===== config.mk =====
export PLATFORM = sky130hd
export DESIGN_NAME = line_clear
export DESIGN_NICKNAME = d
export VERILOG_FILES = /design/src/rtl/line_clear.sv
export SDC_FILE = /design/constraint.sdc
export NUM_CORES = 2
export LEC_CHECK = 0
export CAP_MARGIN = 20
export CELL_PAD_IN_SITES_DETAIL_PLACEMENT = 1
export CELL_PAD_IN_SITES_GLOBAL_PLACEMENT = 1
export CORE_AREA = 4 4 477 479
export DETAILED_ROUTE_END_ITERATION = 12
export DIE_AREA = 0 0 481 483
export PLACE_DENSITY = 0.69
export SLEW_MARGIN = 25
export SYNTH_ARGS = -nofsm -noshare
export SYNTH_HDL_FRONTEND = slang
export SYNTH_SLANG_ARGS = --single-unit
export TNS_END_PERCENT = 5

===== constraint.sdc =====
create_clock -name clk -period 5.1 [get_ports clk]
set_input_delay 0.51 -clock clk [delete_from_list [all_inputs] [get_ports clk]]
set_output_delay 0.51 -clock clk [all_outputs]
set_load 0.02 [all_outputs]

===== src/rtl/line_clear.sv =====
// line_clear: removes completely filled rows from a placed-brick board.
// It scans a private copy of the board bottom-up, compacts the surviving rows
// downward in place, and zero-fills the vacated top rows. It then publishes
// the new board, this pass's line count and row mask, and a saturating
// running total of cleared lines.
module line_clear #(
    parameter int WIDTH   = 10,
    parameter int HEIGHT  = 20,
    parameter int CELL_W  = 3,
    parameter int TOTAL_W = 16
) (
    input  logic                              clk,
    input  logic                              rst,
    input  logic                              start,
    input  logic [WIDTH*HEIGHT*CELL_W-1:0]    board_in,
    output logic                              busy,
    output logic                              done,
    output logic [WIDTH*HEIGHT*CELL_W-1:0]    board_out,
    output logic [$clog2(HEIGHT+1)-1:0]       lines_cleared,
    output logic [HEIGHT-1:0]                 clear_mask,
    output logic [TOTAL_W-1:0]                total_lines
);

    localparam int ROW_W   = WIDTH * CELL_W;
    localparam int BOARD_W = ROW_W * HEIGHT;
    localparam int CNT_W   = $clog2(HEIGHT + 1);

    localparam logic [CNT_W-1:0] LAST_ROW = CNT_W'(HEIGHT - 1);

    localparam logic [1:0] ST_IDLE = 2'd0;
    localparam logic [1:0] ST_SCAN = 2'd1;
    localparam logic [1:0] ST_FILL = 2'd2;
    localparam logic [1:0] ST_DONE = 2'd3;

    logic [1:0]         state_reg;
    logic [CNT_W-1:0]   r_reg;      // row being scanned
    logic [CNT_W-1:0]   w_reg;      // next destination row (always <= r_reg)
    logic [CNT_W-1:0]   k_reg;      // full rows found so far
    logic [HEIGHT-1:0]  mask_reg;   // full-row mask collected during SCAN
    logic [ROW_W-1:0]   work_reg [HEIGHT];

    logic [BOARD_W-1:0] board_out_reg;
    logic [CNT_W-1:0]   lines_reg;
    logic [HEIGHT-1:0]  clear_mask_reg;
    logic [TOTAL_W-1:0] total_reg;
    logic               done_reg;

    logic [ROW_W-1:0]   cur_row;
    logic [WIDTH-1:0]   cell_nz;
    logic               row_full;
    logic [CNT_W-1:0]   k_next;
    logic [HEIGHT-1:0]  mask_next;
    logic [BOARD_W-1:0] final_board;
    logic [TOTAL_W:0]   total_sum;
    logic [TOTAL_W-1:0] total_sat;

    // The row under the scan pointer, and whether every one of its cells is occupied
    assign cur_row = work_reg[r_reg];

    for (genvar gi = 0; gi < WIDTH; gi++) begin : g_cell
        assign cell_nz[gi] = |cur_row[gi*CELL_W +: CELL_W];
    end

    assign row_full = (state_reg == ST_SCAN) && (&cell_nz);

    // Count and mask including the row scanned this cycle, so the values
    // published on the edge that enters DONE already include the last row
    always_comb begin
        k_next    = k_reg;
        mask_next = mask_reg;
        if (row_full) begin
            k_next           = k_reg + CNT_W'(1);
            mask_next[r_reg] = 1'b1;
        end
    end

    // Board as it stands after this edge's write. Only a FILL write can change
    // stored contents on the DONE-entry edge; a SCAN write there is in place.
    for (genvar gi = 0; gi < HEIGHT; gi++) begin : g_final
        assign final_board[gi*ROW_W +: ROW_W] =
            ((state_reg == ST_FILL) && (w_reg == CNT_W'(gi))) ? '0 : work_reg[gi];
    end

    // Running total with saturation at the counter's all-ones value
    assign total_sum = {1'b0, total_reg} + {{(TOTAL_W + 1 - CNT_W){1'b0}}, k_next};
    assign total_sat = total_sum[TOTAL_W] ? {TOTAL_W{1'b1}} : total_sum[TOTAL_W-1:0];

    // Sequencing FSM, row pointers and published results
    always_ff @(posedge clk) begin
        if (rst) begin
            state_reg      <= ST_IDLE;
            r_reg          <= '0;
            w_reg          <= '0;
            k_reg          <= '0;
            mask_reg       <= '0;
            board_out_reg  <= '0;
            lines_reg      <= '0;
            clear_mask_reg <= '0;
            total_reg      <= '0;
            done_reg       <= 1'b0;
        end else begin
            done_reg <= 1'b0;
            case (state_reg)
                ST_IDLE: begin
                    if (start) begin
                        r_reg     <= '0;
                        w_reg     <= '0;
                        k_reg     <= '0;
                        mask_reg  <= '0;
                        state_reg <= ST_SCAN;
                    end
                end
                ST_SCAN: begin
                    k_reg    <= k_next;
                    mask_reg <= mask_next;
                    if (!row_full) begin
                        w_reg <= w_reg + CNT_W'(1);
                    end
                    if (r_reg == LAST_ROW) begin
                        if (k_next != '0) begin
                            state_reg <= ST_FILL;
                        end else begin
                            state_reg      <= ST_DONE;
                            board_out_reg  <= final_board;
                            lines_reg      <= k_next;
                            clear_mask_reg <= mask_next;
                            total_reg      <= total_sat;
                            done_reg       <= 1'b1;
                        end
                    end else begin
                        r_reg <= r_reg + CNT_W'(1);
                    end
                end
                ST_FILL: begin
                    w_reg <= w_reg + CNT_W'(1);
                    if (w_reg == LAST_ROW) begin
                        state_reg      <= ST_DONE;
                        board_out_reg  <= final_board;
                        lines_reg      <= k_next;
                        clear_mask_reg <= mask_next;
                        total_reg      <= total_sat;
                        done_reg       <= 1'b1;
                    end
                end
                ST_DONE: begin
                    state_reg <= ST_IDLE;
                end
                default: begin
                    state_reg <= ST_IDLE;
                end
            endcase
        end
    end

    // Work buffer: snapshot on start, in-place compaction during SCAN, zero-fill during FILL
    always_ff @(posedge clk) begin
        if (rst) begin
            for (int i = 0; i < HEIGHT; i++) begin
                work_reg[i] <= '0;
            end
        end else begin
            case (state_reg)
                ST_IDLE: begin
                    if (start) begin
                        for (int i = 0; i < HEIGHT; i++) begin
                            work_reg[i] <= board_in[i*ROW_W +: ROW_W];
                        end
                    end
                end
                ST_SCAN: begin
                    if (!row_full) begin
                        work_reg[w_reg] <= cur_row;
                    end
                end
                ST_FILL: begin
                    work_reg[w_reg] <= '0;
                end
                default: begin
                end
            endcase
        end
    end

    assign busy          = (state_reg != ST_IDLE);
    assign done          = done_reg;
    assign board_out     = board_out_reg;
    assign lines_cleared = lines_reg;
    assign clear_mask    = clear_mask_reg;
    assign total_lines   = total_reg;

endmodule


==> run metrics <==
Sw Pwr 24.41 mW; Ports 1246; row count 174; routed vias/inst 5.890; slack of the critical path -0.1169 ns; clock root buffer clkbuf_16; Synth Register Bits 1644; DRC 0; clock skew 0.05366 ns; initial antenna violation count 83; static leakage 41.90 nW; Power Dens Cells 580.7 nW/µm²; Vias 60707; TritonRoute pass-1 iters 6; RD Place Congestion between 0.9 and 1; port buffer count 1245; vias in the first global route ~61000; Hold Path Class input port to register; Critical Path AT 6.00 ns; failing checks setup timing; Crit Path Class register to register; EDFF count, synth 960; max reg flops 960; Main synth FF type edfxtp_1; CTS Buf Count approximately 180; WL/cell 39.25 µm; Slew Limit Fails 0; maxcap violations 0; Setup TNS -0.8140 ns; Tmin final 5.217 ns; hold path endpoint total_lines[5]$_SDFFE_PP0P_; DIE AREA between 200000 and 250000 µm²; largest net degree at the start of global routing 173; capturing point of the worst reg2reg path total_lines[5]$_SDFFE_PP0P_; Final #Nets 7746; post-route ant nets 0; Synth warnings 0; dpl hpwl between 300 and 400 mm; post-synthesis cell area approximately 73000 µm²; Initial DRC Count 7740; global route overflow 0; top cells by count, synth edfxtp_1, mux2i_1, nand2_1, dfxtp_1, and3_1; maximum clock frequency 0.1917 GHz; top post-synthesis cells by area edfxtp_1, dfxtp_1, mux2i_1, a31o_2, and3_1; Crit Path Max Fanout 11; r2r worst-path depth 20; Sequential Power Share 35.1%; core footprint about 220000 µm²; hold path cells 4; CTS sink cnt around 1600; Final Hold Violating Endpoints 0; Async SR Flop Fraction 0%; area growth from synthesis to layout 36.66%; Cells after Synth 5732; initial core utilization 32.53%; setup slack after placement -0.6980 ns; Die Wd around 480 µm; Pwr Total 57.73 mW; Finished Core Util 44.46%; die height 483 µm; Seq/Total Area, Yosys about three fifths; filler instances 23088; Pint 33.32 mW; overall routing resource usage 33.48%; area leader, netlist edfxtp_1; cell with the most instances after synthesis edfxtp_1; Comb power frac 41.2%; Period Utilization, post-route 102.3%; Max VDD drop 0.5526 mV; Worst Hold Launch rst; layout cells sized above 1 approximately 23%; synthesized area per cell 12.69 µm²; Clock power frac 23.7%; worst relative slew slack 20.19%; area share of the largest cell type after synthesis 39.63%; CTS tree done; outcome finished, violations left; final hold slack roughly 0.15 ns; Critical Path Sink Type register; syn nets 6356; CTS max path bufs 3; final wirelength 404.5 mm; RSZ-0062 raised after global routing true; Reg clk slew, reported paths about 0.06 ns; flop2flop setup slack -0.12 ns; clk_lat worst skew ~0.87 ns; switching part of the total 42.28%; global-route wire length before repair 536.6 mm; worst slew pin tran 1.197 ns; final setup fails 11; hold buffers post-CTS 0; Distinct cells, synth 71; Worst Path Required 5.89 ns; Critical Path Start Type register; H-tree Lvls 4
==> kinds of logic (layout without fill, tap and decap cells) <==
logic type               Yosys count  after routing  synth area share [%]
AO/OA/AOI/OAI                    843            843                 9.510
adder cells (fa/ha/maj)           21             21                0.3715
AND/OR/NAND/NOR                 1600           1600                 11.14
XOR/XNOR                           9              9                0.1084
other                              0             32                     0
flip-flops                      1644           1644                 58.46
multiplexers                     987            987                 16.42
buffers and inverters            628           2179                 3.999
==> metal layers <==
metal | track usage [%] | share of wire, %
met3 | 7.657 | 9.4
met2 | 52.59 | 46
met5 | 0 | 0.035
met1 | 43.08 | 39
met4 | 17.36 | 5.8
==> layout by cell type, fill, tap and decap left out, types with 14 or more instances in the layout <==
cell             netlist  final
nand3_1               58     48
nand3_2                6     14
edfxtp_1             960    960
inv_1                 47     45
nand4_1               20     20
mux4_2               164    164
clkinv_1               1     18
nand2_1              690    657
nor2b_1               16     14
o21ai_0               18     15
a21oi_1               47     21
mux2i_1              817    812
clkbuf_1             353     60
clkdlybuf4s50_1        0   1244
dfxtp_1              684    678
and3_1               626    624
nand2_2                1     29
a31o_1                83     83
diode_2                0     32
clkbuf_16              0    188
a31o_2               517    517
ha_1                  20     16
nor2_1                82     78
a31oi_1               15     14
a21oi_2                1     15
clkbuf_8               0     23
buf_4                 15    371
nor3_1                21     18
clkinv_2               0     24
o22ai_1               23     16
a22oi_1               93     91
buf_12                 3    143
==> per-stage QoR <==
stage | std cells | area (µm²)
after floorplan | 5732 | 72740
after global placement | 9908 | 92410
after detailed placement | 9910 | 92470
after CTS | 10272 | 99110
after global routing | 10287 | 99360
final | 10307 | 99410
==> worst max-delay path: stages, from the launching register on <==
cell,delay [ns]
dfxtp_4,0.43
buf_12,0.19
buf_4,0.20
buf_4,0.16
mux4_2,0.31
o22ai_1,0.32
or4_1,0.67
a32oi_4,0.23
nand4_1,0.41
buf_12,0.29
xnor2_4,0.14
ha_2,0.21
inv_2,0.04
fa_2,0.37
inv_2,0.07
a21oi_2,0.05
o21bai_2,0.15
a21oi_2,0.10
or3_4,0.37
a2111o_1,0.37
o21ai_1,0.07
==> worst max-delay path by stage <==
stage | startpoint | to | slack, ns | cells after the start
4_1_cts | register | total_lines[5]$_SDFFE_PP0P_ | -0.21 | 21
6_report | register | total_lines[5]$_SDFFE_PP0P_ | -0.12 | 20
2_1_floorplan | register | total_lines[5]$_SDFFE_PP0P_ | 0.07 | 20
5_1_grt | register | total_lines[5]$_SDFFE_PP0P_ | -0.19 | 22
3_5_place_dp | register | total_lines[5]$_SDFFE_PP0P_ | -0.70 | 25
3_3_place_gp | register | total_lines[5]$_SDFFE_PP0P_ | -0.64 | 24
==> power groups by stage <==
stage / combinational, mW / sequential (mW) / clock [mW]
after floorplan: 8.23 / 20.3 / 0
after global routing: 24.4 / 20.3 / 14.4
after global placement: 22.9 / 20.4 / 0
final: 23.8 / 20.2 / 13.7
after detailed placement: 23.2 / 20.4 / 0
after CTS: 23.5 / 20.1 / 13.8
==> what timing repair did <==
item	CTS	global route
pin swaps	15	15
gates cloned	5	1
setup endpoints to repair	16	16
setup buffers	10	1
gates resized for setup	60	27
==> cell type report <==
cell class	count	area (µm²)	area share (%)
Clock buffer	270	5221	5.252
Clock inverter	77	865.8	0.8710
Antenna cell	32	80.08	0.08056
Multi-Input combinational cell	3460	28160	28.33
Tap cell	2992	3744	3.766
Sequential cell	1644	42540	42.79
Timing Repair Buffer	1783	18610	18.72
Inverter	49	191.4	0.1926
(Power assumes the default switching activity.)
